File: config.mk
export PLATFORM = sky130hd
export DESIGN_NAME = register_scoreboard_flat
export DESIGN_NICKNAME = d
export VERILOG_FILES = /design/src/rtl/register_scoreboard_pkg.sv /design/src/rtl/register_scoreboard_if.sv /design/src/rtl/register_scoreboard_slot.sv /design/src/rtl/register_scoreboard.sv /design/src/flat_wrapper.sv
export SDC_FILE = /design/constraint.sdc
export NUM_CORES = 1
export LEC_CHECK = 0
export CORE_MARGIN = 4
export CORE_UTILIZATION = 40
export CTS_CLUSTER_DIAMETER = 60
export DETAILED_ROUTE_END_ITERATION = 7
export GPL_ROUTABILITY_DRIVEN = 0
export GPL_TIMING_DRIVEN = 1
export PLACE_DENSITY = 0.73
export SYNTH_ARGS = -nofsm -noshare
export SYNTH_HDL_FRONTEND = slang
export SYNTH_SLANG_ARGS = --single-unit
File: constraint.sdc
create_clock -name clk -period 1.7 [get_ports clk]
set_clock_uncertainty 0.05 [all_clocks]
set_input_delay 0.17 -clock clk [delete_from_list [all_inputs] [get_ports clk]]
set_output_delay 0.17 -clock clk [all_outputs]
set_load 0.01 [all_outputs]
File: src/rtl/register_scoreboard_pkg.sv
// ============================================================================
// Module   : core_pkg
// Purpose  : Shared types, sizes and helpers for the register scoreboard.
// Revision : 1.0 - initial release
// ============================================================================
`default_nettype none

package core_pkg;

    localparam int NREG = 8;
    localparam int RW   = 3;

    typedef enum logic [2:0] {
        NONE        = 3'd0,
        STALL       = 3'd1,
        FWD_PENDING = 3'd2,
        WB_BYPASS   = 3'd3
    } reg_status_t;

    typedef struct packed {
        logic          valid;
        logic [RW-1:0] rd;
        logic          is_load;
        logic          data_ready;
    } sb_tag_t;

    localparam logic [1:0] c_STG_EX  = 2'd0;
    localparam logic [1:0] c_STG_MEM = 2'd1;
    localparam logic [1:0] c_STG_WB  = 2'd2;

    // Status a stage contributes when its tag matches the register being decoded.
    function automatic reg_status_t stage_code(input sb_tag_t t, input logic [1:0] stg,
                                               input logic load_done);
        reg_status_t c;
        c = NONE;
        case (stg)
            c_STG_EX:  c = t.is_load ? STALL : FWD_PENDING;
            c_STG_MEM: c = (t.data_ready || (load_done && t.is_load)) ? FWD_PENDING : STALL;
            default:   c = t.valid ? WB_BYPASS : NONE;
        endcase
        return c;
    endfunction

    function automatic logic [1:0] count_valid(input logic a, input logic b, input logic c);
        return {(a & b) | (a & c) | (b & c), a ^ b ^ c};
    endfunction

endpackage

`default_nettype wire

File: src/rtl/register_scoreboard_if.sv
// ============================================================================
// Module   : register_scoreboard_if
// Purpose  : Pipeline-control inputs and status outputs of the scoreboard.
// Revision : 1.0 - initial release
// ============================================================================
`default_nettype none

interface register_scoreboard_if;
    import core_pkg::*;

    logic          id_wr_en;
    logic [RW-1:0] id_rd;
    logic          id_is_load;
    logic          en_idex;
    logic          flush_idex;
    logic          en_exmem;
    logic          flush_exmem;
    logic          en_memwb;
    logic          flush_memwb;
    logic          mem_load_done;
    logic [2:0]    register_invalid [NREG-1:0];
    logic [1:0]    pending_count;

    modport master (
        output id_wr_en, id_rd, id_is_load,
        output en_idex, flush_idex, en_exmem, flush_exmem, en_memwb, flush_memwb,
        output mem_load_done,
        input  register_invalid, pending_count
    );

    modport slave (
        input  id_wr_en, id_rd, id_is_load,
        input  en_idex, flush_idex, en_exmem, flush_exmem, en_memwb, flush_memwb,
        input  mem_load_done,
        output register_invalid, pending_count
    );

endinterface

`default_nettype wire

File: src/rtl/register_scoreboard_slot.sv
// ============================================================================
// Module   : sb_stage_slot
// Purpose  : One pipeline-stage destination tag with flush/enable/ready-set.
// Revision : 1.0 - initial release
// ============================================================================
`default_nettype none

module sb_stage_slot
    import core_pkg::*;
(
    input  wire logic    clk,
    input  wire logic    reset_n,
    input  wire logic    i_en,
    input  wire logic    i_flush,
    input  wire logic    i_ready_set,
    input  wire sb_tag_t i_load,
    output sb_tag_t      o_tag,
    output logic         o_next_valid
);

    sb_tag_t r_tag;
    sb_tag_t w_next;

    always_comb begin
        w_next = r_tag;
        if (i_flush) begin
            w_next = '0;
        end else if (i_en) begin
            w_next = i_load;
        end else if (i_ready_set && r_tag.valid && r_tag.is_load) begin
            w_next.data_ready = 1'b1;
        end
    end

    always_ff @(posedge clk) begin
        if (!reset_n) begin
            r_tag <= '0;
        end else begin
            r_tag <= w_next;
        end
    end

    assign o_tag        = r_tag;
    assign o_next_valid = w_next.valid;

endmodule

`default_nettype wire

File: src/rtl/register_scoreboard.sv
// ============================================================================
// Module   : register_scoreboard
// Purpose  : EX/MEM/WB destination tracking and per-register hazard status.
// Revision : 1.0 - initial release
// ============================================================================
`default_nettype none

module register_scoreboard
    import core_pkg::*;
(
    input  wire logic             clk,
    input  wire logic             reset_n,
    register_scoreboard_if.slave  sb
);

    sb_tag_t    w_ex_load;
    sb_tag_t    w_mem_load;
    sb_tag_t    w_ex;
    sb_tag_t    w_mem;
    sb_tag_t    w_wb;
    logic       w_ex_nv;
    logic       w_mem_nv;
    logic       w_wb_nv;
    logic [2:0] w_status [NREG-1:0];
    logic [1:0] r_pending;

    always_comb begin
        w_ex_load            = '0;
        w_ex_load.valid      = sb.id_wr_en;
        w_ex_load.rd         = sb.id_rd;
        w_ex_load.is_load    = sb.id_is_load;
        // ALU results are ready for forwarding as soon as they leave EX.
        w_mem_load            = w_ex;
        w_mem_load.data_ready = ~w_ex.is_load;
    end

    sb_stage_slot u_ex (
        .clk          (clk),
        .reset_n      (reset_n),
        .i_en         (sb.en_idex),
        .i_flush      (sb.flush_idex),
        .i_ready_set  (1'b0),
        .i_load       (w_ex_load),
        .o_tag        (w_ex),
        .o_next_valid (w_ex_nv)
    );

    sb_stage_slot u_mem (
        .clk          (clk),
        .reset_n      (reset_n),
        .i_en         (sb.en_exmem),
        .i_flush      (sb.flush_exmem),
        .i_ready_set  (sb.mem_load_done),
        .i_load       (w_mem_load),
        .o_tag        (w_mem),
        .o_next_valid (w_mem_nv)
    );

    sb_stage_slot u_wb (
        .clk          (clk),
        .reset_n      (reset_n),
        .i_en         (sb.en_memwb),
        .i_flush      (sb.flush_memwb),
        .i_ready_set  (1'b0),
        .i_load       (w_mem),
        .o_tag        (w_wb),
        .o_next_valid (w_wb_nv)
    );

    // Youngest matching stage wins: EX, then MEM, then WB.
    always_comb begin
        for (int r = 0; r < NREG; r++) begin
            w_status[r] = NONE;
            if (w_ex.valid && (w_ex.rd == RW'(r))) begin
                w_status[r] = stage_code(w_ex, c_STG_EX, 1'b0);
            end else if (w_mem.valid && (w_mem.rd == RW'(r))) begin
                w_status[r] = stage_code(w_mem, c_STG_MEM, sb.mem_load_done);
            end else if (w_wb.valid && (w_wb.rd == RW'(r))) begin
                w_status[r] = stage_code(w_wb, c_STG_WB, 1'b0);
            end
        end
    end

    always_ff @(posedge clk) begin
        if (!reset_n) begin
            r_pending <= 2'd0;
        end else begin
            r_pending <= count_valid(w_ex_nv, w_mem_nv, w_wb_nv);
        end
    end

    assign sb.register_invalid = w_status;
    assign sb.pending_count    = r_pending;

endmodule

`default_nettype wire

File: src/flat_wrapper.sv
// flat-port wrapper written by rule: the top's interface ports become plain ports
module register_scoreboard_flat import core_pkg::*;
  (clk, reset_n, sb_id_wr_en, sb_id_rd, sb_id_is_load, sb_en_idex, sb_flush_idex, sb_en_exmem, sb_flush_exmem, sb_en_memwb, sb_flush_memwb, sb_mem_load_done, sb_register_invalid, sb_pending_count);
  register_scoreboard_if sb_i ();
  input  wire logic clk;
  input  wire logic reset_n;
  input wire logic [$bits(sb_i.id_wr_en)-1:0] sb_id_wr_en;
  input wire logic [$bits(sb_i.id_rd)-1:0] sb_id_rd;
  input wire logic [$bits(sb_i.id_is_load)-1:0] sb_id_is_load;
  input wire logic [$bits(sb_i.en_idex)-1:0] sb_en_idex;
  input wire logic [$bits(sb_i.flush_idex)-1:0] sb_flush_idex;
  input wire logic [$bits(sb_i.en_exmem)-1:0] sb_en_exmem;
  input wire logic [$bits(sb_i.flush_exmem)-1:0] sb_flush_exmem;
  input wire logic [$bits(sb_i.en_memwb)-1:0] sb_en_memwb;
  input wire logic [$bits(sb_i.flush_memwb)-1:0] sb_flush_memwb;
  input wire logic [$bits(sb_i.mem_load_done)-1:0] sb_mem_load_done;
  output wire logic [$bits(sb_i.register_invalid)-1:0] sb_register_invalid;
  output wire logic [$bits(sb_i.pending_count)-1:0] sb_pending_count;
  assign sb_i.id_wr_en = sb_id_wr_en;
  assign sb_i.id_rd = sb_id_rd;
  assign sb_i.id_is_load = sb_id_is_load;
  assign sb_i.en_idex = sb_en_idex;
  assign sb_i.flush_idex = sb_flush_idex;
  assign sb_i.en_exmem = sb_en_exmem;
  assign sb_i.flush_exmem = sb_flush_exmem;
  assign sb_i.en_memwb = sb_en_memwb;
  assign sb_i.flush_memwb = sb_flush_memwb;
  assign sb_i.mem_load_done = sb_mem_load_done;
  assign sb_register_invalid = {>>{sb_i.register_invalid}};
  assign sb_pending_count = sb_i.pending_count;
  register_scoreboard u_core (.clk(clk), .reset_n(reset_n), .sb(sb_i));
endmodule
### Word level (Yosys, flattened, before mapping)

Cells that the tools add are included.

| word-level totals | value |
|---|---|
| register bits after elaboration | 19 |
| bits of input ports | 14 |
| output and inout bits | 26 |
| word-level logic and storage cells | 113 |

| cells by class | value |
|---|---|
| equal/unequal tests | 21 |
| muxes and demuxes | 36 |
| bitwise logic cells | 9 |
| reduce and logical (&&, ||, !) cells | 35 |

Operator list:

| kind | count |
|---|---|
| $mux W3 | 24 |
| $eq A3 B3 Y1 const B | 12 |
| $logic_and A1 B1 Y1 | 27 |
| $eq A3 B2 Y1 const B | 6 |
| $mux W6 | 3 |
| $mux W5 | 3 |
| $eq A3 B1 Y1 const B | 3 |
| $logic_not A3 Y1 | 3 |
| $mux W2 | 3 |
| $reduce_or A2 Y1 | 3 |
| $and A1 B1 Y1 | 3 |
| $mux W1 | 3 |
| $not A1 Y1 | 2 |
| $or A1 B1 Y1 | 2 |
| $reduce_bool A2 Y1 | 1 |
| $xor A1 B1 Y1 | 2 |
| $logic_or A1 B1 Y1 | 1 |

### Longest topological paths before layout

Gate-level depths: netlist of the first run.

| logic depth | value |
|---|---|
| depth in word-level cells | 8 |
| mapped depth | 5 |

### Cells and area by module

From an unflattened synthesis of the first run, not the netlist that was laid out.

| unflattened totals | value |
|---|---|
| cell total of the unflattened synthesis | 155 |
| area total of the unflattened synthesis | 1,415.1 sq um |

Modules (own cells, without submodules):

| module | instances | cells each | area each (sq um) |
|---|---|---|---|
| sb_stage_slot | 3 | 22 | 239.0 |
| register_scoreboard | 1 | 89 | 698.2 |

### Worst setup path after synthesis of the first run

OpenSTA, ideal clock, no wires.

| timing path | value |
|---|---|
| kind | register to output |
| from | register u_core.u_mem.r_tag, in the netlist u_core.u_mem.o_tag[2] |
| to | output sb_register_invalid[1] |
| data arrival time | 1.472 ns |
| required time | 1.480 ns |
| slack | 0.008 ns |
| cell stages (with the launch flop) | 5 |
| path through | dfxtp_1 > buf_2 > or4b_4 > mux2_1 > o21a_1 |

| between the ends | value |
|---|---|
| cells in the longest elaborated chain, start to end | 4 |

Ends and longest elaborated chain:

| what | RTL line | source |
|---|---|---|
| start: declaration | register_scoreboard_slot.sv:21 | `sb_tag_t r_tag;` |
| start signal: assignment | register_scoreboard_slot.sv:39 | `r_tag <= w_next;` |
| $logic_not A3 Y1 | register_scoreboard.sv:76 | `end else if (w_mem.valid && (w_mem.rd == RW'(r))) begin` |
| $logic_and A1 B1 Y1 | register_scoreboard.sv:76 |  |
| $mux W3 | register_scoreboard.sv:76 |  |
| $mux W3 | register_scoreboard.sv:74 | `if (w_ex.valid && (w_ex.rd == RW'(r))) begin` |
| end: declaration | flat_wrapper.sv:17 | `output wire logic [$bits(sb_i.register_invalid)-1:0] sb_register_invalid;` |

No other way between the ends.

### Worst setup path in the final report of the first run

| timing path | value |
|---|---|
| from | register u_core.u_mem.r_tag, in the netlist u_core.u_mem.o_tag[3] |
| to | output sb_register_invalid[1] |

The elaborated chain is that of the path after synthesis.

==> impl_metrics.json, run 1 <==
{
  "postLayoutCellArea_um2": 2040,
  "layout.cells.most_common_list": "sky130_fd_sc_hd__buf_4 (37), sky130_fd_sc_hd__mux2i_1 (22), sky130_fd_sc_hd__nor2_1 (20)",
  "area_of_the_multi_input_gates_um2": 932,
  "insertedDiodeCount": 0,
  "cp.required_ns": 1.48,
  "max-clock-path-buffers": 2,
  "drv_cap": 0,
  "die_outline_area_um2": 4140,
  "drt-pass1-iter-count": 4,
  "vias": 1360,
  "drc": 0,
  "largest_net_degree_at_the_start_of_global_routing": 10,
  "grt_antenna_before_repair": 0,
  "cp-startpoint": "u_core.u_mem.o_tag[3]$_SDFFE_PP0P_",
  "power_report.internal_total_mw": 0.570,
  "post-route-min-period_ns": 2.02,
  "reg2reg_setup_slack_ns": -0.04,
  "rsz0062_at_grt": "true",
  "cts_max_level": 1,
  "routed_wirelength_um": 4020,
  "overall_power_mw": 0.764,
  "cts_buffer_count": 3,
  "final_layout_size_suffix_gt1_share_pct": 42.9,
  "outcome": "complete, but fails checks",
  "synth_seq_cells": 17,
  "finish.cell_count_without_fillers": 261,
  "yosysSeqAreaShare_pct": 26.8,
  "sequential_cell_area_um2": 354,
  "clockRootBuffer": "sky130_fd_sc_hd__clkbuf_4",
  "synthesis.area_per_instance_um2": 8.83,
  "final_critical_path_setup_slack_ns": -0.317,
  "die_h_um": 64.4,
  "detail-route-antenna-nets": 0,
  "via_per_inst": 5.21,
  "source_to_sink_clock_delay_at_the_later_pin_of_the_worst_skew_pair_ns": 0.29,
  "holdBufCountCts": 0,
  "placedCellCount": 239,
  "pwr_density_cell_nw_per_um2": 374,
  "hold_path.class": "in2reg",
  "placement_rows": 20,
  "worst_ep_arrival_time_ns": 1.80,
  "routed_wire_length_per_instance_um": 15.4,
  "part_of_the_total_power_dissipated_in_the_clock_network_pct": 28.5,
  "grt_pass1_vias": 1374,
  "worstPathMaxFanout": 3,
  "area_growth_syn_to_layout_pct": 60.5,
  "die-width_um": 64.4,
  "synthCells": 144,
  "netlist-cell-type-count": 28,
  "r2r_startpoint": "u_core.u_mem.o_tag[5]$_SDFF_PN0_",
  "globalRouteTotalUtil_pct": 18.2,
  "path_class": "reg2out",
  "switchingPower_mw": 0.193,
  "timing.fmax_mhz": 496,
  "post-dp-hpwl_um": 2630,
  "cts.sink_count": 17,
  "setup-violations-final": 17,
  "core_area_um2": 3050,
  "timing_hold_violations_final": 0,
  "drt_iter0_drc": 93,
  "worst_hold_startpoint": "sb_id_rd[0]",
  "seq_power_share_pct": 54.1,
  "fillers": 261,
  "globalRoute.totalOverflow": 0,
  "ios": 40,
  "cts_tree": "yes",
  "irDropWorstVdd_v": 0.000362,
  "start_kind": "flip-flop",
  "totalNegativeSetupSlack_ns": -2.75,
  "layout_commonest_cell": "sky130_fd_sc_hd__buf_4",
  "numPortBuffers": 31,
  "detailed_place.area_um2": 1800,
  "drv_slew": 0,
  "leakagePower_nw": 1.02,
  "violations": "negative setup slack",
  "timing.final.crit_share_pct": 119,
  "path_clk_slew_ns": 0.09,
  "p_comb_share_pct": 17.4,
  "fin_worst_hold_slack_ns": 0.432,
  "syn_area_um2": 1270,
  "grt_pass1_wl_um": 6120,
  "critPathCaptureType": "output port",
  "nets": 233,
  "initial_standard_cell_utilization_of_the_core_pct": 41.6,
  "synthesis.yosys.warnings": 0,
  "switching_share_pct": 25.3
}
==> cells in the mapped netlist <==
library cell / count / area, um^2
sky130_fd_sc_hd__and4bb_1: 1 / 12.5
sky130_fd_sc_hd__o21ai_0: 1 / 5.00
sky130_fd_sc_hd__nand4b_1: 6 / 52.6
sky130_fd_sc_hd__dfxtp_1: 17 / 340
sky130_fd_sc_hd__o21a_1: 4 / 30.0
sky130_fd_sc_hd__nor2_1: 20 / 75.1
sky130_fd_sc_hd__a311oi_1: 1 / 8.76
sky130_fd_sc_hd__mux2_1: 8 / 90.1
sky130_fd_sc_hd__a21oi_1: 5 / 25.0
sky130_fd_sc_hd__nand2_1: 4 / 15.0
sky130_fd_sc_hd__nor4bb_1: 6 / 60.1
sky130_fd_sc_hd__mux2i_1: 22 / 220
sky130_fd_sc_hd__or2_1: 3 / 18.8
sky130_fd_sc_hd__o21ai_1: 3 / 15.0
sky130_fd_sc_hd__clkbuf_1: 9 / 33.8
sky130_fd_sc_hd__or4b_4: 1 / 13.8
sky130_fd_sc_hd__a21o_1: 5 / 37.5
sky130_fd_sc_hd__nor4b_1: 2 / 17.5
sky130_fd_sc_hd__and4b_1: 3 / 30.0
sky130_fd_sc_hd__conb_1: 1 / 3.75
sky130_fd_sc_hd__nand2b_1: 3 / 18.8
sky130_fd_sc_hd__a211oi_1: 1 / 7.51
sky130_fd_sc_hd__fa_1: 1 / 20.0
sky130_fd_sc_hd__nand4bb_1: 2 / 22.5
sky130_fd_sc_hd__buf_2: 3 / 15.0
sky130_fd_sc_hd__nand4_1: 3 / 18.8
sky130_fd_sc_hd__inv_1: 1 / 3.75
sky130_fd_sc_hd__buf_4: 8 / 60.1
==> flip-flops by register name, summed over array words and instances, names as in the netlist <==
register and count:
u_core.u_wb.o_tag 4, u_core.u_ex.o_tag 5, u_core.sb.pending_count 2, u_core.u_mem.o_tag 6
==> through the flow <==
step,setup slack (ns),util (%)
floorplan,0.00792,-
global placement,-0.397,59.0
detailed placement,-0.406,59.0
CTS,-0.300,63.2
global route,-0.354,66.8
finish,-0.317,66.8
==> worst paths after layout <==
kind                                           end  cells past startpoint
max                         sb_register_invalid[1]                      4
min              u_core.u_ex.o_tag[2]$_SDFFE_PP0P_                      3
max reg2reg  u_core.sb.pending_count[0]$_SDFF_PN0_                      7
min reg2reg      u_core.u_ex.o_tag[1]$_SDFFE_PP0P_                      2
==> final cells by class <==
| cell class | instances | area share (%) |
|---|---|---|
| Multi-Input combinational cell | 113 | 45.7 |
| Inverter | 1 | 0.184 |
| Tap cell | 44 | 2.70 |
| Clock buffer | 4 | 1.29 |
| Sequential cell | 17 | 17.4 |
| Timing Repair Buffer | 82 | 32.8 |
==> per-layer routing <==
metal  wire length (um)  GRT usage (%)  up-vias
met5                  0              0        -
met4                 80           6.07        0
met3                216           2.99        9
met2               2070           33.1       54
met1               1650           21.5      643
li1                   -              -      654
==> worst max-delay path: stages (launching register included) <==
cell and delay, ns:
sky130_fd_sc_hd__dfxtp_2 0.35, sky130_fd_sc_hd__or4b_4 0.55, sky130_fd_sc_hd__mux2_4 0.31, sky130_fd_sc_hd__o21a_1 0.16, sky130_fd_sc_hd__buf_2 0.13
==> kinds of logic after synthesis <==
logic type      share of synthesized area [%]
simple gates                             28.0
mux                                      24.4
buf+inv                                  8.86
compound gates                           10.1
flops                                    26.8
fa+ha+maj                                1.57
other cells                             0.295
==> repair_timing <==
action / in CTS / in global routing
endpoints found under the setup margin: 17 / 17
setup buffers: 9 / 8
pin swaps: 7 / 13
cloned: 2 / 1
resized for setup: 89 / 17
==> power groups by stage <==
stage	logic [mW]	clock network [mW]	registers, mW
finish	0.133	0.218	0.413
global route	0.142	0.243	0.414
CTS	0.128	0.223	0.414
detailed placement	0.124	0	0.423
global placement	0.121	0	0.422
floorplan	0.0749	0	0.417
Power figures use the tool's default switching activity.
==> inputs of run 2 (changes only) <==
CTS_CLUSTER_DIAMETER = 100   (was 60)
REMOVE_ABC_BUFFERS = 1   (was unset)
==> impl_metrics.json, run 2 (synthesized netlist as in run 1, its figures left out) <==
{
  "cts.sink_count": 17,
  "timing.final.crit_share_pct": 119,
  "layout.cells.most_common_list": "sky130_fd_sc_hd__buf_4 (38), sky130_fd_sc_hd__mux2i_1 (22), sky130_fd_sc_hd__nor2_1 (20)",
  "numPortBuffers": 31,
  "dp_worst_setup_slack_ns": -0.408,
  "ordered_cell_list_for_the_critical_path": "or4b_4, mux2_4, o21a_1, buf_2",
  "cp_slowest_cell": "sky130_fd_sc_hd__or4b_4",
  "grt_antenna_before_repair": 0,
  "drv_slew": 0,
  "post-route-min-period_ns": 2.02,
  "path_clk_slew_ns": 0.10,
  "die_outline_area_um2": 4140,
  "hold_path.class": "in2reg",
  "globalRouteTotalUtil_pct": 21.2,
  "nets": 228,
  "final_layout_size_suffix_gt1_share_pct": 43.4,
  "leakagePower_nw": 0.984,
  "outcome": "complete, but fails checks",
  "vias": 1356,
  "cts_max_level": 1,
  "finish.cell_count_without_fillers": 256,
  "totalNegativeSetupSlack_ns": -2.87,
  "cts_buffer_count": 3,
  "initial_standard_cell_utilization_of_the_core_pct": 41.6,
  "largest_net_degree_at_the_start_of_global_routing": 11,
  "pwr_density_cell_nw_per_um2": 379,
  "globalRoute.totalOverflow": 0,
  "globalRoute.busiestLayer": "met2",
  "ios": 40,
  "worstPathMaxFanout": 2,
  "globalRouteMet1Util_pct": 21.2,
  "reg2reg_setup_slack_ns": 0.01,
  "clockRootBuffer": "sky130_fd_sc_hd__clkbuf_4",
  "timing.fmax_mhz": 495,
  "violations": "negative setup slack",
  "timing_hold_violations_final": 0,
  "insertedDiodeCount": 0,
  "die-width_um": 64.4,
  "core_area_um2": 3050,
  "grt_pass1_vias": 1432,
  "final_critical_path_setup_slack_ns": -0.320,
  "layout_commonest_cell": "sky130_fd_sc_hd__buf_4",
  "final_core_util_pct": 65.5,
  "cts_tree": "yes",
  "path_class": "reg2out",
  "via_per_inst": 5.30,
  "cpPeakStageDelay_ns": 0.56,
  "critPathCaptureType": "output port",
  "globalRouteMet2Util_pct": 41.0,
  "holdBufCountCts": 0,
  "largest_register_ffs": 6,
  "routed_wirelength_um": 4160,
  "placedCellCount": 237,
  "cp.required_ns": 1.48,
  "max-clock-path-buffers": 2,
  "drt_iter0_drc": 64,
  "worst_ep_arrival_time_ns": 1.80,
  "start_kind": "flip-flop",
  "detail-route-antenna-nets": 0,
  "post-dp-hpwl_um": 2750,
  "irDropWorstVdd_v": 0.000375,
  "global_route.usage.met3_pct": 2.64,
  "placement_rows": 20,
  "overall_power_mw": 0.757,
  "drv_cap": 0,
  "drt-pass1-iter-count": 4,
  "source_to_sink_clock_delay_at_the_later_pin_of_the_worst_skew_pair_ns": 0.29,
  "area_growth_syn_to_layout_pct": 57.2,
  "drc": 0,
  "rsz0062_at_grt": "true",
  "die_h_um": 64.4,
  "routed_wire_length_per_instance_um": 16.3,
  "grt_pass1_wl_um": 6730,
  "setup-violations-final": 16
}
run 2: power by group:
part | switching (mW) | internal (mW) | total (mW)
logic | 0.0559 | 0.0694 | 0.125
clock network | 0.129 | 0.0875 | 0.217
registers | 0.0102 | 0.404 | 0.415
total | 0.195 | 0.561 | 0.757
run 2: path summary, 6_finish.rpt:
check                                                   startpoint                                     to  cells after the start
worst min-delay path                                   sb_id_rd[2]      u_core.u_ex.o_tag[4]$_SDFFE_PP0P_                      3
worst max-delay path            u_core.u_mem.o_tag[3]$_SDFFE_PP0P_                 sb_register_invalid[1]                      4
worst min register to register   u_core.u_wb.o_tag[3]$_SDFFE_PP0P_      u_core.u_wb.o_tag[3]$_SDFFE_PP0P_                      2
worst max register to register    u_core.u_mem.o_tag[5]$_SDFF_PN0_  u_core.sb.pending_count[0]$_SDFF_PN0_                      6
run 2: metrics by stage:
stage	instance area (um^2)	hold WS, ns
6_report	2000	0.444
5_1_grt	2000	0.447
4_1_cts	1990	0.424
3_5_place_dp	1790	0.524
3_3_place_gp	1790	0.518
2_1_floorplan	1190	0.220
run 2: timing repair:
action                     in CTS  in global routing
setup endpoints to repair      16                 17
cloned                          1                  0
setup buffers                  12                  4
pin swaps                       8                  5
resized for setup              94                  7
run 2: final cells by class:
class                           count  area, um^2
Clock buffer                        3        22.5
Fill cell                         257        1050
Clock inverter                      1        5.00
Inverter                            1        3.75
Tap cell                           44        55.1
Multi-Input combinational cell    113         945
Sequential cell                    17         355
Timing Repair Buffer               77         612
run 2: worst max-delay path, delay by kind of cell (launching register included):
kind | cells | cell delay (ns)
multiplexers | 1 | 0.31
AO/OA/AOI/OAI | 1 | 0.16
buffers and inverters | 1 | 0.13
AND/OR/NAND/NOR | 1 | 0.56
flip-flops | 1 | 0.34
run 2: layer usage:
layer | part of all wire (%) | vias to the layer above | wire length, um
met4 | 3.0 | 0 | 123
met1 | 39 | 652 | 1610
met3 | 3.9 | 13 | 163
met2 | 54 | 47 | 2270
met5 | 0 | - | 0
li1 | - | 644 | -
